$ cat src/rtl/pattern_tx_pkg.sv
// pattern_tx_pkg -- shared types and constants for the pattern transmitter.
//   state_t          : transmitter FSM states (idle, sending bits, inter-repetition gap, done pulse)
//   DEFAULT_PATTERN  : the 1011 pattern recognised by the team's sequence detector
package pattern_tx_pkg;

  typedef enum logic [1:0] {
    ST_IDLE,
    ST_SEND,
    ST_GAP,
    ST_DONE
  } state_t;

  localparam logic [3:0] DEFAULT_PATTERN = 4'b1011;

endpackage

$ cat src/rtl/pattern_tx_if.sv
// pattern_tx_if -- request/stream bundle between a requester and pattern_tx.
//   start, abort     : transfer request / synchronous cancel
//   pat_in, rep_in   : pattern (MSB first) and repetition count, sampled on acceptance
//   ready            : transmitter idle, start will be accepted
//   x_out, x_valid   : serial bit stream and its qualifier
//   done             : one-cycle end-of-transfer pulse
// master drives the request side, slave is the transmitter.
interface pattern_tx_if #(
  parameter int PAT_W = 4,
  parameter int REP_W = 4
);
  logic             start;
  logic             abort;
  logic [PAT_W-1:0] pat_in;
  logic [REP_W-1:0] rep_in;
  logic             ready;
  logic             x_out;
  logic             x_valid;
  logic             done;

  modport master (
    output start, abort, pat_in, rep_in,
    input  ready, x_out, x_valid, done
  );

  modport slave (
    input  start, abort, pat_in, rep_in,
    output ready, x_out, x_valid, done
  );
endinterface

$ cat src/rtl/pattern_shreg.sv
// pattern_shreg -- PAT_W-bit parallel-load shift register, MSB first, with bit counter.
//   clk, reset : clock, asynchronous active-low reset
//   load       : capture pat_in, restart the bit counter (has priority over shift)
//   shift      : advance to the next bit
//   pat_in     : pattern to load
//   msb        : bit currently presented
//   last_bit   : msb is bit 0 of the loaded pattern
// The register rotates rather than shifting in zeros, so after PAT_W shifts it
// holds the original pattern again; this lets the next repetition start with no
// reload cycle.
module pattern_shreg #(
  parameter int PAT_W = 4
) (
  input  logic             clk,
  input  logic             reset,
  input  logic             load,
  input  logic             shift,
  input  logic [PAT_W-1:0] pat_in,
  output logic             msb,
  output logic             last_bit
);
  localparam int CNT_W = $clog2(PAT_W);

  logic [PAT_W-1:0] data;
  logic [CNT_W-1:0] bit_cnt;

  // NOTE: state is updated with <= so every flop samples pre-edge values,
  // independent of the order in which always blocks are evaluated.
  // NOTE: data is a flop register, not a memory array, so it takes the async
  // reset like every other state bit.
  always_ff @(posedge clk or negedge reset) begin
    if (!reset) begin
      data    <= '0;
      bit_cnt <= '0;
    end else if (load) begin
      data    <= pat_in;
      bit_cnt <= '0;
    end else if (shift) begin
      data    <= {data[PAT_W-2:0], data[PAT_W-1]};
      bit_cnt <= last_bit ? '0 : bit_cnt + CNT_W'(1);
    end
  end

  assign msb      = data[PAT_W-1];
  assign last_bit = (bit_cnt == CNT_W'(PAT_W - 1));
endmodule

$ cat src/rtl/pattern_tx.sv
// pattern_tx -- serial pattern transmitter.
//   clk, reset : clock, asynchronous active-low reset
//   bus        : pattern_tx_if.slave (start/abort/pat_in/rep_in in, ready/x_out/x_valid/done out)
// On an accepted start the pattern is sent MSB first, max(rep_in,1) times, with
// GAP idle cycles between repetitions, followed by a one-cycle done pulse.
// All outputs are decoded from registered state, so reset clears them at once.
module pattern_tx
  import pattern_tx_pkg::*;
#(
  parameter int PAT_W = 4,
  parameter int REP_W = 4,
  parameter int GAP   = 0
) (
  input logic        clk,
  input logic        reset,
  pattern_tx_if.slave bus
);
  // Terminal count of the gap counter; unused when GAP is 0.
  localparam logic [3:0] GAP_LAST = (GAP > 0) ? 4'(GAP - 1) : 4'd0;

  state_t           state;
  state_t           next_state;
  logic             load;
  logic             shift;
  logic             msb;
  logic             last_bit;
  logic             more_reps;
  logic [REP_W-1:0] rep_left;
  logic [3:0]       gap_cnt;

  pattern_shreg #(.PAT_W(PAT_W)) u_shreg (
    .clk      (clk),
    .reset    (reset),
    .load     (load),
    .shift    (shift),
    .pat_in   (bus.pat_in),
    .msb      (msb),
    .last_bit (last_bit)
  );

  // rep_left counts the repetition in flight plus those still to come; it is
  // loaded with at least 1, so it never needs to count past rep_in.
  assign more_reps = (rep_left > REP_W'(1));

  always_ff @(posedge clk or negedge reset) begin
    if (!reset) state <= ST_IDLE;
    else        state <= next_state;
  end

  always_ff @(posedge clk or negedge reset) begin
    if (!reset) begin
      rep_left <= '0;
      gap_cnt  <= '0;
    end else begin
      if (load)
        rep_left <= (bus.rep_in == '0) ? REP_W'(1) : bus.rep_in;
      else if (state == ST_SEND && last_bit)
        rep_left <= rep_left - REP_W'(1);
      gap_cnt <= (state == ST_GAP) ? gap_cnt + 4'd1 : 4'd0;
    end
  end

  // NOTE: every signal assigned here gets a default first, so no path through
  // the case leaves one unassigned and no latch is inferred.
  always_comb begin
    next_state = state;
    load       = 1'b0;
    shift      = 1'b0;
    unique case (state)
      ST_IDLE: begin
        // abort beats a simultaneous start
        if (bus.start && !bus.abort) begin
          next_state = ST_SEND;
          load       = 1'b1;
        end
      end
      ST_SEND: begin
        shift = 1'b1;
        if (bus.abort)
          next_state = ST_IDLE;
        else if (last_bit) begin
          if (!more_reps)   next_state = ST_DONE;
          else if (GAP > 0) next_state = ST_GAP;
          else              next_state = ST_SEND;
        end
      end
      ST_GAP: begin
        if (bus.abort)                 next_state = ST_IDLE;
        else if (gap_cnt == GAP_LAST)  next_state = ST_SEND;
      end
      ST_DONE: next_state = ST_IDLE;  // abort deliberately ignored here
      default: next_state = ST_IDLE;
    endcase
  end

  assign bus.ready   = (state == ST_IDLE);
  assign bus.x_valid = (state == ST_SEND);
  assign bus.x_out   = (state == ST_SEND) && msb;
  assign bus.done    = (state == ST_DONE);
endmodule

$ cat src/flat_wrapper.sv
// flat-port wrapper written by rule: the top's interface ports become plain ports
module pattern_tx_flat import pattern_tx_pkg::*;
#(
  parameter int PAT_W = 4,
  parameter int REP_W = 4,
  parameter int GAP   = 0
)
  (clk, reset, bus_start, bus_abort, bus_pat_in, bus_rep_in, bus_ready, bus_x_out, bus_x_valid, bus_done);
  pattern_tx_if #(.PAT_W(PAT_W), .REP_W(REP_W)) bus_i ();
  input logic clk;
  input logic reset;
  input wire logic [$bits(bus_i.start)-1:0] bus_start;
  input wire logic [$bits(bus_i.abort)-1:0] bus_abort;
  input wire logic [$bits(bus_i.pat_in)-1:0] bus_pat_in;
  input wire logic [$bits(bus_i.rep_in)-1:0] bus_rep_in;
  output wire logic [$bits(bus_i.ready)-1:0] bus_ready;
  output wire logic [$bits(bus_i.x_out)-1:0] bus_x_out;
  output wire logic [$bits(bus_i.x_valid)-1:0] bus_x_valid;
  output wire logic [$bits(bus_i.done)-1:0] bus_done;
  assign bus_i.start = bus_start;
  assign bus_i.abort = bus_abort;
  assign bus_i.pat_in = bus_pat_in;
  assign bus_i.rep_in = bus_rep_in;
  assign bus_ready = bus_i.ready;
  assign bus_x_out = bus_i.x_out;
  assign bus_x_valid = bus_i.x_valid;
  assign bus_done = bus_i.done;
  pattern_tx #(.PAT_W(PAT_W), .REP_W(REP_W), .GAP(GAP)) u_core (.clk(clk), .reset(reset), .bus(bus_i));
endmodule
$ cat config.mk
export PLATFORM = sky130hd
export DESIGN_NAME = pattern_tx_flat
export DESIGN_NICKNAME = d
export VERILOG_FILES = /design/src/rtl/pattern_tx_pkg.sv /design/src/rtl/pattern_tx_if.sv /design/src/rtl/pattern_shreg.sv /design/src/rtl/pattern_tx.sv /design/src/flat_wrapper.sv
export SDC_FILE = /design/constraint.sdc
export NUM_CORES = 1
export LEC_CHECK = 0
export BUFFER_PORTS_ARGS = -buffer_cell sky130_fd_sc_hd__clkbuf_2
export CORE_MARGIN = 3
export CORE_UTILIZATION = 50
export DETAILED_ROUTE_END_ITERATION = 10
export GPL_ROUTABILITY_DRIVEN = 1
export HOLD_SLACK_MARGIN = 0.15
export PLACE_DENSITY = 0.73
export SETUP_SLACK_MARGIN = 0.5
export SLEW_MARGIN = 20
export SYNTH_ARGS = -nofsm -noshare
export SYNTH_HDL_FRONTEND = slang
export SYNTH_SLANG_ARGS = --single-unit
$ cat constraint.sdc
create_clock -name clk -period 1.46 [get_ports clk]
set_input_delay 0.292 -clock clk [delete_from_list [all_inputs] [get_ports clk]]
set_output_delay 0.292 -clock clk [all_outputs]
set_load 0.005 [all_outputs]
# --- After elaboration in Yosys (flattened, before gate mapping) ---
# Cells that the tools add are included.
totals:
  in_bits: 12
  output_inout_bits: 4
  regBits: 16
op_classes:
  n_reduce_logical: 10
  muxes: 19
  addsub: 3
  magnitude_cmp: 1
  eq_ne: 7
op_table:
  columns: ["operator", "n"]
  rows:
  - ["4-bit 2-to-1 mux", 6]
  - ["2-bit 2-to-1 mux", 9]
  - ["4-bit zero test", 2]
  - ["2-bit one-hot mux with 4 select lines", 1]
  - ["2-bit equality test, second input constant", 3]
  - ["4-bit by 1-bit adder with 4-bit output, second input constant", 1]
  - ["4-bit by 1-bit greater-than comparator with 1-bit output, second input constant", 1]
  - ["2-bit nonzero test", 2]
  - ["4-bit by 1-bit subtractor with 4-bit output, second input constant", 1]
  - ["1-bit logical AND", 3]
  - ["1-bit 2-to-1 mux", 3]
  - ["3-bit by 2-bit inequality test with 1-bit output, second input constant", 1]
  - ["3-bit inequality test, second input constant", 1]
  - ["3-bit AND reduction", 1]
  - ["2-bit by 1-bit adder with 2-bit output, second input constant", 1]
  - ["2-bit by 1-bit equality test with 1-bit output, second input constant", 1]
  - ["2-bit zero test", 1]
  - ["2-bit by 1-bit inequality test with 1-bit output, second input constant", 1]
  - ["1-bit zero test", 1]

# --- Logic depth before layout (Yosys ltp) ---
# Gate-level depths: netlist of the first run.
depth:
  ltp_word: 5
  ltp_mapped: 5

# --- Cells and area by module ---
# From an unflattened synthesis of the first run, not the netlist that was laid out.
unflattened:
  hier_cells: 81
  hier_area_um2: 870.8
modules_own_cells:
  columns: ["module", "seq_area_each_um2", "area_each_um2", "cells_per_inst", "instances"]
  rows:
  - ["pattern_tx", 250.2, 580.6, 55, 1]
  - ["pattern_shreg", 150.1, 290.3, 26, 1]

# --- Worst setup path before layout of the first run ---
# No wires, ideal clock.
synth_path:
  path_kind: "register to register"
  startpoint: "reg u_core.u_shreg.bit_cnt[0]"
  endpoint: "reg u_core.state[1]"
  n_path_buf: 0
  path_slack_ps: 108
  path_stages_with_launch: 5
  arrival_ps: 1278
  cell_sequence: "dfrtp_1 ha_1 nand3b_4 or4_4 o21ai_2"
synth_via:
  elab_chain_len: 3
synth_lines:
  columns: ["item", "line_no", "source"]
  rows:
  - ["start, declared", "pattern_shreg.sv:25", "logic [CNT_W-1:0] bit_cnt;"]
  - ["start signal, assigned", "pattern_shreg.sv:40", "bit_cnt <= last_bit ? '0 : bit_cnt + CNT_W'(1);"]
  - ["2-bit equality test", "pattern_shreg.sv:45", "assign last_bit = (bit_cnt == CNT_W'(PAT_W - 1));"]
  - ["3-bit by 2-bit inequality test with 1-bit output (no line)", null, null]
  - ["3-bit AND reduction (no line)", null, null]
  - ["end signal, assigned", "pattern_tx.sv:47", "else state <= next_state;"]
  - ["end, declared", "pattern_tx.sv:21", "state_t state;"]
# Every way passes these cells.
# A chain may end at the register's enable or synchronous reset.

# --- Worst setup path in the final report of the first run ---
layout_path:
  startpoint: "reg u_core.state[0]"
  endpoint: "out bus_x_out"
layout_via:
  elab_chain_len: 2
layout_lines:
  columns: ["item", "line_no", "source"]
  rows:
  - ["2-bit by 1-bit equality test with 1-bit output", "pattern_tx.sv:98", "assign bus.x_out = (state == ST_SEND) && msb;"]
  - ["1-bit logical AND", "pattern_tx.sv:98", null]
  - ["end, declared", "flat_wrapper.sv:17", "output wire logic [$bits(bus_i.x_out)-1:0] bus_x_out;"]
# Every way passes these cells.

==> results.py, run 1 <==
metrics = {
    "run_status": {
        "outcome": "complete, but fails checks",
        "violated_checks": "negative setup slack",
    },
    "job": {
        "count_of_maximum_capacitance_violations": 0,
    },
    "setup_path": {
        "crit_slowest_cell": "sky130_fd_sc_hd__dfrtp_2",
        "r2r_start": "u_core.state[0]",
        "setup.worst_path.end_class": "output port",
        "rr_endpoint": "u_core.rep_left[3]",
        "max_stage_delay_ps": 430,
        "worst_ep_arrival_time_ps": 1200,
        "cp.required_ps": 1170,
        "critPathLaunch": "u_core.state[0]",
        "worst_path_most_repeated_cell": "sky130_fd_sc_hd__buf_6",
        "rr_worst_depth": 5,
        "crit_type": "reg -> out",
        "setup.worst_path.end": "bus_x_out",
        "ff2ff_setup_slack_ps": 10,
        "path_cells": "nor2b_4 > buf_6 > and2_4 > buf_6",
        "critical_path.n_buffers_inverters": 2,
        "worst-path-stages": 4,
        "cpLargestDelayFamily": "flip-flops",
        "cp_max_fo": 4,
        "timing.critical_path.from_type": "flip-flop",
    },
    "pwr": {
        "power.ir.vdd_worst_mv": 0.965,
        "powerDensity_nw_per_um2": 1160,
        "power_report.internal_total_mw": 1.02,
        "p_comb_frac": 0.390,
        "leakage_dissipation_nw": 0.623,
        "power_mw": 1.49,
        "sequentialPowerShare": 0.414,
        "power_switching_share": 0.317,
        "clock_power_share": 0.196,
        "switching_power_uw": 473,
    },
    "synth": {
        "synth_cell_type_count": 30,
        "synth-xor-area-share": 0.0411,
        "synthCells": 78,
        "average_instance_area_after_synthesis_um2": 10.9,
        "yosys.area_share.adder": 0.0733,
        "synth.ff_latch_count": 16,
        "syn-cell-area_um2": 853,
        "synth.net_count": 95,
        "synth-warning-count": 0,
        "synth-compound-area-share": 0.163,
        "yosys-mux-area-fraction": 0.0132,
        "synth-simple-area-share": 0.199,
        "main_combinational_cell_family_by_area_after_synthesis": "simple AND/OR/NAND/NOR gates",
        "synth.yosys.seq_area_share": 0.469,
    },
    "clock_tree": {
        "tritoncts": "yes",
        "clockBufferDepth": 2,
        "clock-root-buffer": "sky130_fd_sc_hd__clkbuf_4",
        "cts.reportedPaths.clkPinSlew_ps": 90,
        "clock-sinks": 16,
        "cts-buffers-inserted": 3,
        "htree_num_levels": 1,
        "clk-insertion-delay-late_ps": 290,
    },
    "placed_design": {
        "hpwl_mm": 1.20,
        "placed_area_um2": 975,
        "post-place-cells": 110,
        "gp_congestion": 0.694,
        "portBuffers": 15,
    },
    "sta": {
        "relSlewSlack": 0.741,
        "min_period_ps": 1490,
        "final_report_hold_violation_count": 0,
        "timing.final.ws_setup_ps": -27.1,
        "rsz_0062_raised_after_global_routing": "yes",
        "finalSetupViolations": 1,
        "timing_max_transition_violations_final": 0,
        "clock_skew_ps": 3.46,
        "max_freq_ghz": 0.672,
        "layout_worst_path_cycle_share": 1.02,
        "worstMarginPinSlew_ps": 389,
    },
    "global_route": {
        "grt_first_pass_wirelength_mm": 2.96,
        "grtUsageTotal": 0.195,
        "grt_overflow": 0,
        "grt_antenna_before_repair": 0,
        "number_of_global_route_vias_before_repair": 648,
        "grt_max_degree": 17,
    },
    "cells_and_area": {
        "stdcell_count": 131,
        "area_growth_pct": 50.6,
        "mostFrequentLayoutCells": "sky130_fd_sc_hd__clkbuf_2 (13), sky130_fd_sc_hd__dfrtp_1 (13), sky130_fd_sc_hd__buf_4 (12)",
        "antenna-diode-count": 0,
        "fillers": 92,
        "drive_above_1_share": 0.609,
        "final_nets": 133,
        "final_area_um2": 1280,
    },
    "floorplanning": {
        "initial_core_util": 0.547,
        "die_h_um": 47.3,
        "die-width_um": 47.3,
        "rows": 14,
        "floorplan.core_area_um2": 1560,
        "fp.dieArea_um2": 2240,
        "io-pin-count": 16,
    },
    "drt": {
        "drtPass1Iterations": 2,
        "detail_route.wl_per_cell_um": 14.9,
        "total_via_count_in_the_routed_design": 706,
        "drt-total-wl_mm": 1.95,
        "drtAntennaViolNets": 0,
        "detail_route.drc_violations": 0,
        "avg_vias_per_cell": 5.39,
        "drt_iter0_drc": 6,
    },
    "worst_hold_path": {
        "worst_hold_check_path_type": "in -> reg",
    },
}
power groups by stage:
stage | sequential, mW | clock [mW] | combinational [mW]
global placement | 0.616 | 0 | 0.312
floorplan | 0.603 | 0 | 0.242
global route | 0.628 | 0.319 | 0.642
CTS | 0.607 | 0.298 | 0.462
detailed placement | 0.619 | 0 | 0.329
finish | 0.618 | 0.293 | 0.582
flip-flops by register name, summed over array words and instances (netlist names):
register	count
u_core.u_shreg.data	4
u_core.u_shreg.bit_cnt	2
u_core.state	2
u_core.rep_left	4
u_core.gap_cnt	4
tightest hold or removal path: cells and delay by family:
family | cells | cell delay (ps)
AOI/OAI and AO/OA | 1 | 40
buffers and inverters | 1 | 100
and+or+nand+nor | 1 | 50
synth_stat cells:
master / number / area, um^2
sky130_fd_sc_hd__and2_1: 1 / 6.26
sky130_fd_sc_hd__a21o_1: 3 / 22.5
sky130_fd_sc_hd__buf_2: 1 / 5.00
sky130_fd_sc_hd__and2_2: 1 / 7.51
sky130_fd_sc_hd__nor3b_1: 1 / 7.51
sky130_fd_sc_hd__o21ai_2: 1 / 8.76
sky130_fd_sc_hd__a221o_1: 1 / 10.0
sky130_fd_sc_hd__a22o_1: 4 / 35.0
sky130_fd_sc_hd__nand3_1: 1 / 5.00
sky130_fd_sc_hd__or4_4: 1 / 11.3
sky130_fd_sc_hd__nor2_2: 1 / 6.26
sky130_fd_sc_hd__nand2b_1: 2 / 12.5
sky130_fd_sc_hd__o311a_2: 1 / 11.3
sky130_fd_sc_hd__a311oi_1: 1 / 8.76
sky130_fd_sc_hd__xor2_1: 2 / 17.5
sky130_fd_sc_hd__nand2_1: 3 / 11.3
sky130_fd_sc_hd__a211o_1: 2 / 17.5
sky130_fd_sc_hd__nand4b_1: 1 / 8.76
sky130_fd_sc_hd__ha_1: 5 / 62.6
sky130_fd_sc_hd__inv_1: 6 / 22.5
sky130_fd_sc_hd__nand3b_4: 1 / 20.0
sky130_fd_sc_hd__mux2_2: 1 / 11.3
sky130_fd_sc_hd__nor4b_4: 1 / 23.8
sky130_fd_sc_hd__nor3_1: 2 / 10.0
sky130_fd_sc_hd__o21ai_0: 5 / 25.0
sky130_fd_sc_hd__nor2_1: 9 / 33.8
sky130_fd_sc_hd__buf_4: 1 / 7.51
sky130_fd_sc_hd__dfrtp_1: 16 / 400
sky130_fd_sc_hd__xnor2_1: 2 / 17.5
sky130_fd_sc_hd__nor2b_1: 1 / 6.26
area by class of cell:
cell class                 count  area (um^2)  share of cell area
clock buffer                   4         36.3              0.0282
inverter                       6         22.5              0.0175
multi-input combinational     54          542               0.422
sequential                    16          404               0.315
tap                           16         20.0              0.0156
timing repair buffer          35          260               0.203
metrics by stage:
step	hold slack, ps	setup slack [ps]	TNS [ps]	utilization
2_1_floorplan	-3.59	173	0	-
3_3_place_gp	236	103	0	0.625
3_5_place_dp	236	86.7	0	0.625
4_1_cts	221	-43.8	-72.5	0.734
5_1_grt	225	-68.7	-151	0.824
6_report	218	-27.1	-27.1	0.824
what timing repair did:
action | CTS | global route
gates resized for setup | 17 | 24
hold endpoints to repair | 16 | 0
pin swaps | 7 | 11
hold buffers | 1 | 0
setup buffers | 10 | 6
setup endpoints to repair | 17 | 19
worst min-delay path by stage:
| stage | start | endpoint | slack (ps) | depth (start not counted) |
|---|---|---|---|---|
| floorplan | reset | u_core.gap_cnt[0] | -4 | 0 |
| global placement | reset | u_core.gap_cnt[2] | 240 | 1 |
| detailed placement | reset | u_core.gap_cnt[2] | 240 | 1 |
| CTS | bus_rep_in[2] | u_core.rep_left[2] | 220 | 3 |
| global route | bus_rep_in[3] | u_core.rep_left[3] | 220 | 2 |
| finish | bus_rep_in[2] | u_core.rep_left[2] | 220 | 3 |
metal layers:
layer | global-route usage | vias to the layer above | part of all wire
li1 | - | 348 | -
met1 | 0.252 | 337 | 0.45
met2 | 0.307 | 17 | 0.49
met3 | 0.0460 | 4 | 0.039
met4 | 0.0829 | 0 | 0.021
met5 | 0 | - | 0
kinds of logic after synthesis:
family          after synthesis
compound gates               18
xor+xnor                      4
fa+ha+maj                     5
buf+inv                       8
flops                        16
mux                           1
simple gates                 26
No activity file was read; power rests on OpenSTA's default activity.
==> inputs of run 2 (changes only) <==
- BUFFER_PORTS_ARGS: -buffer_cell sky130_fd_sc_hd__clkbuf_2 -> unset
- CTS_CLUSTER_SIZE: unset -> 16
- DONT_BUFFER_PORTS: unset -> 1
- PLACE_DENSITY: 0.73 -> unset
- SKIP_CTS_REPAIR_TIMING: unset -> 1
==> run 2 against run 1 <==
  * The flow still finishes with violations (negative setup slack)
  * Worst hold slack worse by 58 ps
  * First-iteration DRC count up 33%
  * Sequential power is 0.6% lower
  * Count of clock-buffer cells in the layout stayed put
  * Clock skew grew 1.4 ps
  * Worst setup slack improved by 15 ps
  * Non-clock buffer count decreased by 17
  * Combinational power is 36% lower
  * Utilization decreased by 11 points
  * Global-route usage decreased by 3.7 points
  * Fmax rose by 1.0%
  * Largest power group unchanged
==> results.py, run 2 (synthesis gave the netlist of run 1 again) <==
metrics = {
    "run_status": {
        "outcome": "complete, but fails checks",
        "violated_checks": "negative setup slack",
    },
    "cells_and_area": {
        "stdcell_count": 114,
        "top_registers": "u_core.gap_cnt: 4 flops, u_core.rep_left: 4 flops, u_core.u_shreg.data: 4 flops",
        "layout.cells.most_common": "sky130_fd_sc_hd__dfrtp_1",
        "final_nets": 116,
        "drive_above_1_share": 0.347,
        "area_growth_pct": 30.2,
        "fillers": 120,
        "final_area_um2": 1110,
        "antenna-diode-count": 0,
        "mostFrequentLayoutCells": "sky130_fd_sc_hd__dfrtp_1 (14), sky130_fd_sc_hd__nor2_1 (8), sky130_fd_sc_hd__dlygate4sd3_1 (7), sky130_fd_sc_hd__buf_4 (7), sky130_fd_sc_hd__inv_1 (6)",
    },
    "pwr": {
        "p_comb_frac": 0.305,
        "sequentialPowerShare": 0.499,
        "power_report.internal_total_uw": 847,
        "switching_power_uw": 384,
        "clock_power_share": 0.196,
        "leakage_dissipation_nw": 0.533,
        "powerDensity_nw_per_um2": 1110,
        "power.ir.vdd_worst_mv": 0.694,
        "power_switching_share": 0.312,
    },
    "clock_tree": {
        "cts-buffers-inserted": 3,
        "cts.reportedPaths.clkPinSlew_ps": 90,
        "clk-insertion-delay-late_ps": 280,
        "clockBufferDepth": 2,
        "htree_num_levels": 1,
        "clock-sinks": 16,
        "tritoncts": "yes",
        "clock-root-buffer": "sky130_fd_sc_hd__clkbuf_4",
    },
    "floorplanning": {
        "fp.dieArea_um2": 2240,
        "floorplan.core_area_um2": 1560,
        "initial_core_util": 0.547,
        "io-pin-count": 16,
        "die_h_um": 47.3,
        "die-width_um": 47.3,
        "rows": 14,
    },
    "setup_path": {
        "crit_slowest_cell": "sky130_fd_sc_hd__dfrtp_2",
        "path_cells": "buf_6 > nor4b_4 > nor2_2 > a221o_1",
        "timing.critical_path.from_type": "flip-flop",
        "r2r_start": "u_core.state[0]",
        "worst_ep_arrival_time_ps": 1650,
        "setup.worst_path.end": "u_core.u_shreg.data[0]",
        "ff2ff_setup_slack_ps": -10,
        "worst-path-stages": 4,
        "cpLargestDelayFamily": "simple AND/OR/NAND/NOR gates",
        "cp_max_fo": 6,
        "critPathLaunch": "u_core.state[0]",
        "setup.worst_path.end_class": "flip-flop",
        "rr_worst_depth": 4,
        "max_stage_delay_ps": 430,
        "critical_path.n_buffers_inverters": 1,
        "rr_endpoint": "u_core.u_shreg.data[0]",
        "cp.required_ps": 1640,
        "crit_type": "reg -> reg",
    },
    "global_route": {
        "top_usage_layer": "met1",
        "grt_antenna_before_repair": 0,
        "grt_overflow": 0,
        "grt_max_degree": 17,
        "grt_use_met3": 0.0460,
        "groute.layer.met1.usage": 0.220,
        "number_of_global_route_vias_before_repair": 576,
        "grt_first_pass_wirelength_mm": 2.37,
        "met2_usage": 0.217,
        "grtUsageTotal": 0.157,
    },
    "worst_hold_path": {
        "worst_hold_check_path_type": "in -> reg",
        "hold_path.startpoint": "bus_start",
    },
    "placed_design": {
        "portBuffers": 0,
        "placed_area_um2": 907,
        "pre_cts_slack_ps": 92.8,
        "hpwl_mm": 1.05,
        "gp_congestion": 0.701,
        "post-place-cells": 96,
    },
    "job": {
        "count_of_maximum_capacitance_violations": 0,
    },
    "sta": {
        "timing.final.ws_setup_ps": -12.5,
        "holdWs_ps": 160,
        "layout_worst_path_cycle_share": 1.01,
        "min_period_ps": 1470,
        "clock_skew_ps": 4.82,
        "relSlewSlack": 0.508,
        "worstMarginPinSlew_ps": 736,
        "timing_max_transition_violations_final": 0,
        "rsz_0062_raised_after_global_routing": "yes",
        "final_report_hold_violation_count": 0,
        "timing.setup.tns_ps": -12.5,
        "max_freq_ghz": 0.679,
        "finalSetupViolations": 1,
    },
    "drt": {
        "drt_iter0_drc": 8,
        "drtPass1Iterations": 4,
        "drt-total-wl_mm": 1.63,
        "avg_vias_per_cell": 5.64,
        "detail_route.wl_per_cell_um": 14.3,
        "detail_route.drc_violations": 0,
        "drtAntennaViolNets": 0,
        "total_via_count_in_the_routed_design": 643,
    },
}
==> run 2: cell types whose count changed in the layout (fill, tap and decap cells not counted), moves of 2 or more <==
cell | before | now
sky130_fd_sc_hd__buf_4 | 12 | 7
sky130_fd_sc_hd__buf_6 | 8 | 4
sky130_fd_sc_hd__dlygate4sd3_1 | 1 | 7
sky130_fd_sc_hd__inv_2 | 2 | 0
sky130_fd_sc_hd__clkbuf_2 | 13 | 0
sky130_fd_sc_hd__inv_1 | 4 | 6
sky130_fd_sc_hd__ha_1 | 1 | 4
sky130_fd_sc_hd__nor2_2 | 4 | 1
sky130_fd_sc_hd__nor2_1 | 5 | 8
sky130_fd_sc_hd__ha_4 | 4 | 1
==> run 2: through the flow <==
stage / power, mW / utilization
after detailed placement: 0.906 / 0.582
after floorplan: 0.844 / -
after CTS: 1.16 / 0.599
after global routing: 1.34 / 0.713
final: 1.23 / 0.713
after global placement: 0.906 / 0.582
==> run 2: layout make-up <==
cell class / instances / area [um^2] / area share
Tap cell: 16 / 20.0 / 0.0180
Multi-Input combinational cell: 54 / 472 / 0.425
Sequential cell: 16 / 403 / 0.363
Timing Repair Buffer: 18 / 168 / 0.151
Clock buffer: 4 / 26.3 / 0.0236
Inverter: 6 / 22.5 / 0.0203
==> run 2: layer usage <==
metal / vias to the layer above / part of all wire
met2: 15 / 0.49
li1: 314 / -
met3: 4 / 0.046
met1: 310 / 0.44
met4: 0 / 0.018
met5: - / 0
==> run 2: power groups by stage <==
stage / clock network, mW / logic (mW) / registers [mW]
2_1_floorplan: 0 / 0.242 / 0.603
6_report: 0.241 / 0.375 / 0.614
3_5_place_dp: 0 / 0.287 / 0.619
3_3_place_gp: 0 / 0.289 / 0.617
5_1_grt: 0.282 / 0.429 / 0.625
4_1_cts: 0.254 / 0.294 / 0.610
==> run 2: worst min-delay path by stage <==
stage,depth (start not counted),slack (ps),end
after floorplan,0,-4,u_core.gap_cnt[0]
after global placement,0,-3,u_core.gap_cnt[2]
after detailed placement,0,-3,u_core.gap_cnt[2]
after CTS,0,-320,u_core.state[0]
after global routing,1,150,u_core.state[0]
final,1,160,u_core.state[0]
==> inputs of run 3 (changes only) <==
--- a/config.mk
+++ b/config.mk
@@ -19,2 +19,3 @@
 export SYNTH_HDL_FRONTEND = slang
+export SYNTH_HIERARCHICAL = 1
 export SYNTH_SLANG_ARGS = --single-unit
--- a/constraint.sdc
+++ b/constraint.sdc
@@ -3,2 +3,2 @@
 set_output_delay 0.292 -clock clk [all_outputs]
-set_load 0.005 [all_outputs]
+set_load 0.01 [all_outputs]
==> run 3 against run 2 <==
  * The run still ends with negative setup slack left
  * First-iteration DRC count fell by 13%
  * Wire length rose by 2.8%
  * Power fell by 0.93%
  * Sequential share of layout area fell by 0.36 points
  * Register-to-register slack improved by 50 ps
  * Non-clock buffer count rose by 3
  * Worst setup slack got worse by 25 ps
==> results.py, run 3 <==
metrics = {
    "run_status": {
        "outcome": "complete, but fails checks",
        "violated_checks": "negative setup slack",
    },
    "sta": {
        "worstMarginPinSlew_ps": 699,
        "rsz_0062_raised_after_global_routing": "yes",
        "max_freq_ghz": 0.668,
        "final_report_hold_violation_count": 0,
        "min_period_ps": 1500,
        "relSlewSlack": 0.533,
        "timing.final.ws_setup_ps": -37.1,
        "clock_skew_ps": 2.64,
        "layout_worst_path_cycle_share": 1.03,
        "finalSetupViolations": 2,
        "timing_max_transition_violations_final": 0,
    },
    "global_route": {
        "top_usage_layer": "met1",
        "grt_antenna_before_repair": 0,
        "grt_max_degree": 17,
        "grt_overflow": 0,
        "number_of_global_route_vias_before_repair": 527,
        "grt_first_pass_wirelength_mm": 2.36,
        "met2_usage": 0.193,
        "grt_use_met3": 0.0564,
        "groute.layer.met1.usage": 0.226,
        "grtUsageTotal": 0.158,
    },
    "pwr": {
        "leakage_dissipation_nw": 0.531,
        "power_report.internal_total_uw": 858,
        "power.ir.vdd_worst_mv": 0.683,
        "switching_power_uw": 360,
        "p_comb_frac": 0.257,
        "sequentialPowerShare": 0.498,
        "power_switching_share": 0.296,
        "clock_power_share": 0.246,
        "power_mw": 1.22,
        "powerDensity_nw_per_um2": 1090,
    },
    "cells_and_area": {
        "layout.cells.most_common": "sky130_fd_sc_hd__dfrtp_1",
        "drive_above_1_share": 0.301,
        "top_registers": "u_core/gap_cnt: 4 flops, u_core/rep_left: 4 flops, u_core/u_shreg/data: 4 flops",
        "final_area_um2": 1120,
        "final_nets": 121,
        "multi_input_area_um2": 463,
        "mostFrequentLayoutCells": "sky130_fd_sc_hd__dfrtp_1 (14), sky130_fd_sc_hd__buf_4 (12), sky130_fd_sc_hd__dlygate4sd3_1 (8)",
        "area_growth_pct": 28.9,
        "antenna-diode-count": 0,
        "finish.utilization": 0.712,
        "regArea_um2": 403,
        "fillers": 125,
    },
    "clock_tree": {
        "cts-buffers-inserted": 3,
        "htree_num_levels": 1,
        "tritoncts": "yes",
        "clockBufferDepth": 2,
        "clock-sinks": 16,
        "clock-root-buffer": "sky130_fd_sc_hd__clkbuf_4",
        "clk-insertion-delay-late_ps": 290,
        "cts.reportedPaths.clkPinSlew_ps": 100,
    },
    "synth": {
        "synth.net_count": 98,
        "synth_edf_count": 0,
        "synth.ff_latch_count": 16,
        "synth.yosys.seq_area_share": 0.460,
        "synthFlopType": "sky130_fd_sc_hd__dfrtp_1",
        "average_instance_area_after_synthesis_um2": 10.8,
        "list_of_most_frequent_post_synthesis_cells": "sky130_fd_sc_hd__dfrtp_1 (16), sky130_fd_sc_hd__nor2_1 (9), sky130_fd_sc_hd__mux2i_1 (7), sky130_fd_sc_hd__o21ai_0 (6)",
        "syn-cell-area_um2": 871,
        "synth_cell_type_count": 28,
        "synthTopCellsByArea": "sky130_fd_sc_hd__dfrtp_1 (46%), sky130_fd_sc_hd__mux2i_1 (8.0%), sky130_fd_sc_hd__ha_1 (7.2%), sky130_fd_sc_hd__nor2_1 (3.9%), sky130_fd_sc_hd__o21ai_0 (3.4%)",
        "synth-warning-count": 6,
        "yosysMostFrequentCell": "sky130_fd_sc_hd__dfrtp_1",
        "post-synth-top-area-cell": "sky130_fd_sc_hd__dfrtp_1",
        "synthCells": 81,
        "synthDominantCellAreaShare": 0.460,
        "postSynth.asyncResetShare": 1.00,
    },
    "setup_path": {
        "cp_max_fo": 7,
        "worst_ep_arrival_time_ps": 1210,
        "rr_worst_depth": 4,
        "timing.critical_path.from_type": "flip-flop",
        "cp.required_ps": 1170,
        "critPathLaunch": "u_core/state[1]",
        "rr_endpoint": "u_core/state[0]",
        "crit_type": "reg -> out",
        "ff2ff_setup_slack_ps": 40,
        "setup.worst_path.end_class": "output port",
        "setup.worst_path.end": "bus_x_out",
        "r2r_start": "u_core/state[0]",
    },
    "placed_design": {
        "placed_area_um2": 903,
        "portBuffers": 0,
        "hpwl_mm": 1.09,
        "pre_cts_slack_ps": 85.3,
        "gp_congestion": 0.665,
    },
    "drt": {
        "drt-total-wl_mm": 1.67,
        "drtAntennaViolNets": 0,
        "drtPass1Iterations": 4,
        "detail_route.wl_per_cell_um": 14.0,
        "total_via_count_in_the_routed_design": 646,
        "drt_iter0_drc": 7,
        "detail_route.drc_violations": 0,
        "avg_vias_per_cell": 5.43,
    },
    "floorplanning": {
        "initial_core_util": 0.552,
        "io-pin-count": 16,
        "die-width_um": 47.7,
        "die_h_um": 47.7,
        "rows": 14,
        "fp.dieArea_um2": 2280,
        "floorplan.core_area_um2": 1580,
    },
    "worst_hold_path": {
        "timing.hold.worst_path_depth": 1,
        "worst_hold_check_path_type": "in -> reg",
    },
    "job": {
        "count_of_maximum_capacitance_violations": 0,
    },
}
[run 3: cell type report]
type / count / area share
multi-input cells: 57 / 0.412
repair buffers: 21 / 0.162
flip-flops and latches: 16 / 0.359
clock buffers: 4 / 0.0323
well taps: 16 / 0.0178
inverters: 5 / 0.0167
[run 3: power groups by stage]
stage	Sequential, mW	Combinational (mW)	Clock (mW)
floorplan	0.592	0.212	0
global placement	0.613	0.241	0
detailed placement	0.614	0.244	0
CTS	0.606	0.244	0.308
global route	0.624	0.358	0.340
finish	0.607	0.313	0.299
[run 3: how the worst min path moves through the flow]
stage	startpoint	to	slack, ps
3_5_place_dp	reset	u_core/gap_cnt[2]	-3
4_1_cts	reset	u_core/state[0]	-330
6_report	bus_start	u_core/state[0]	180
3_3_place_gp	reset	u_core/gap_cnt[2]	-3
5_1_grt	bus_start	u_core/state[0]	150
2_1_floorplan	reset	u_core/gap_cnt[0]	-4
[run 3: layer usage]
metal / share of wire / vias to the layer above
met5: 0 / -
met4: 0.011 / 0
met3: 0.065 / 2
met2: 0.43 / 16
met1: 0.49 / 301
li1: - / 327
[run 3: through the flow]
stage / std cells / TNS [ps] / hold slack, ps
2_1_floorplan: 81 / 0 / -3.59
3_3_place_gp: 99 / 0 / -3.19
3_5_place_dp: 99 / 0 / -3.18
4_1_cts: 103 / -292 / -328
5_1_grt: 119 / -293 / 155
6_report: 119 / -43.4 / 177
[run 3: worst max-delay path, stage by stage, from the launching register on]
cell                      delay, ps
sky130_fd_sc_hd__dfrtp_2        450
sky130_fd_sc_hd__and2b_4        300
sky130_fd_sc_hd__and2_4         160
[run 3: logic make-up after synthesis]
group | Yosys count | synth area share
xor gates and xnor gates | 2 | 0.0201
and+or+nand+nor | 29 | 0.201
AOI/OAI and AO/OA | 14 | 0.115
adders and majority gates | 5 | 0.0718
DFF | 16 | 0.460
muxes | 7 | 0.0805
buffers and inverters | 8 | 0.0517
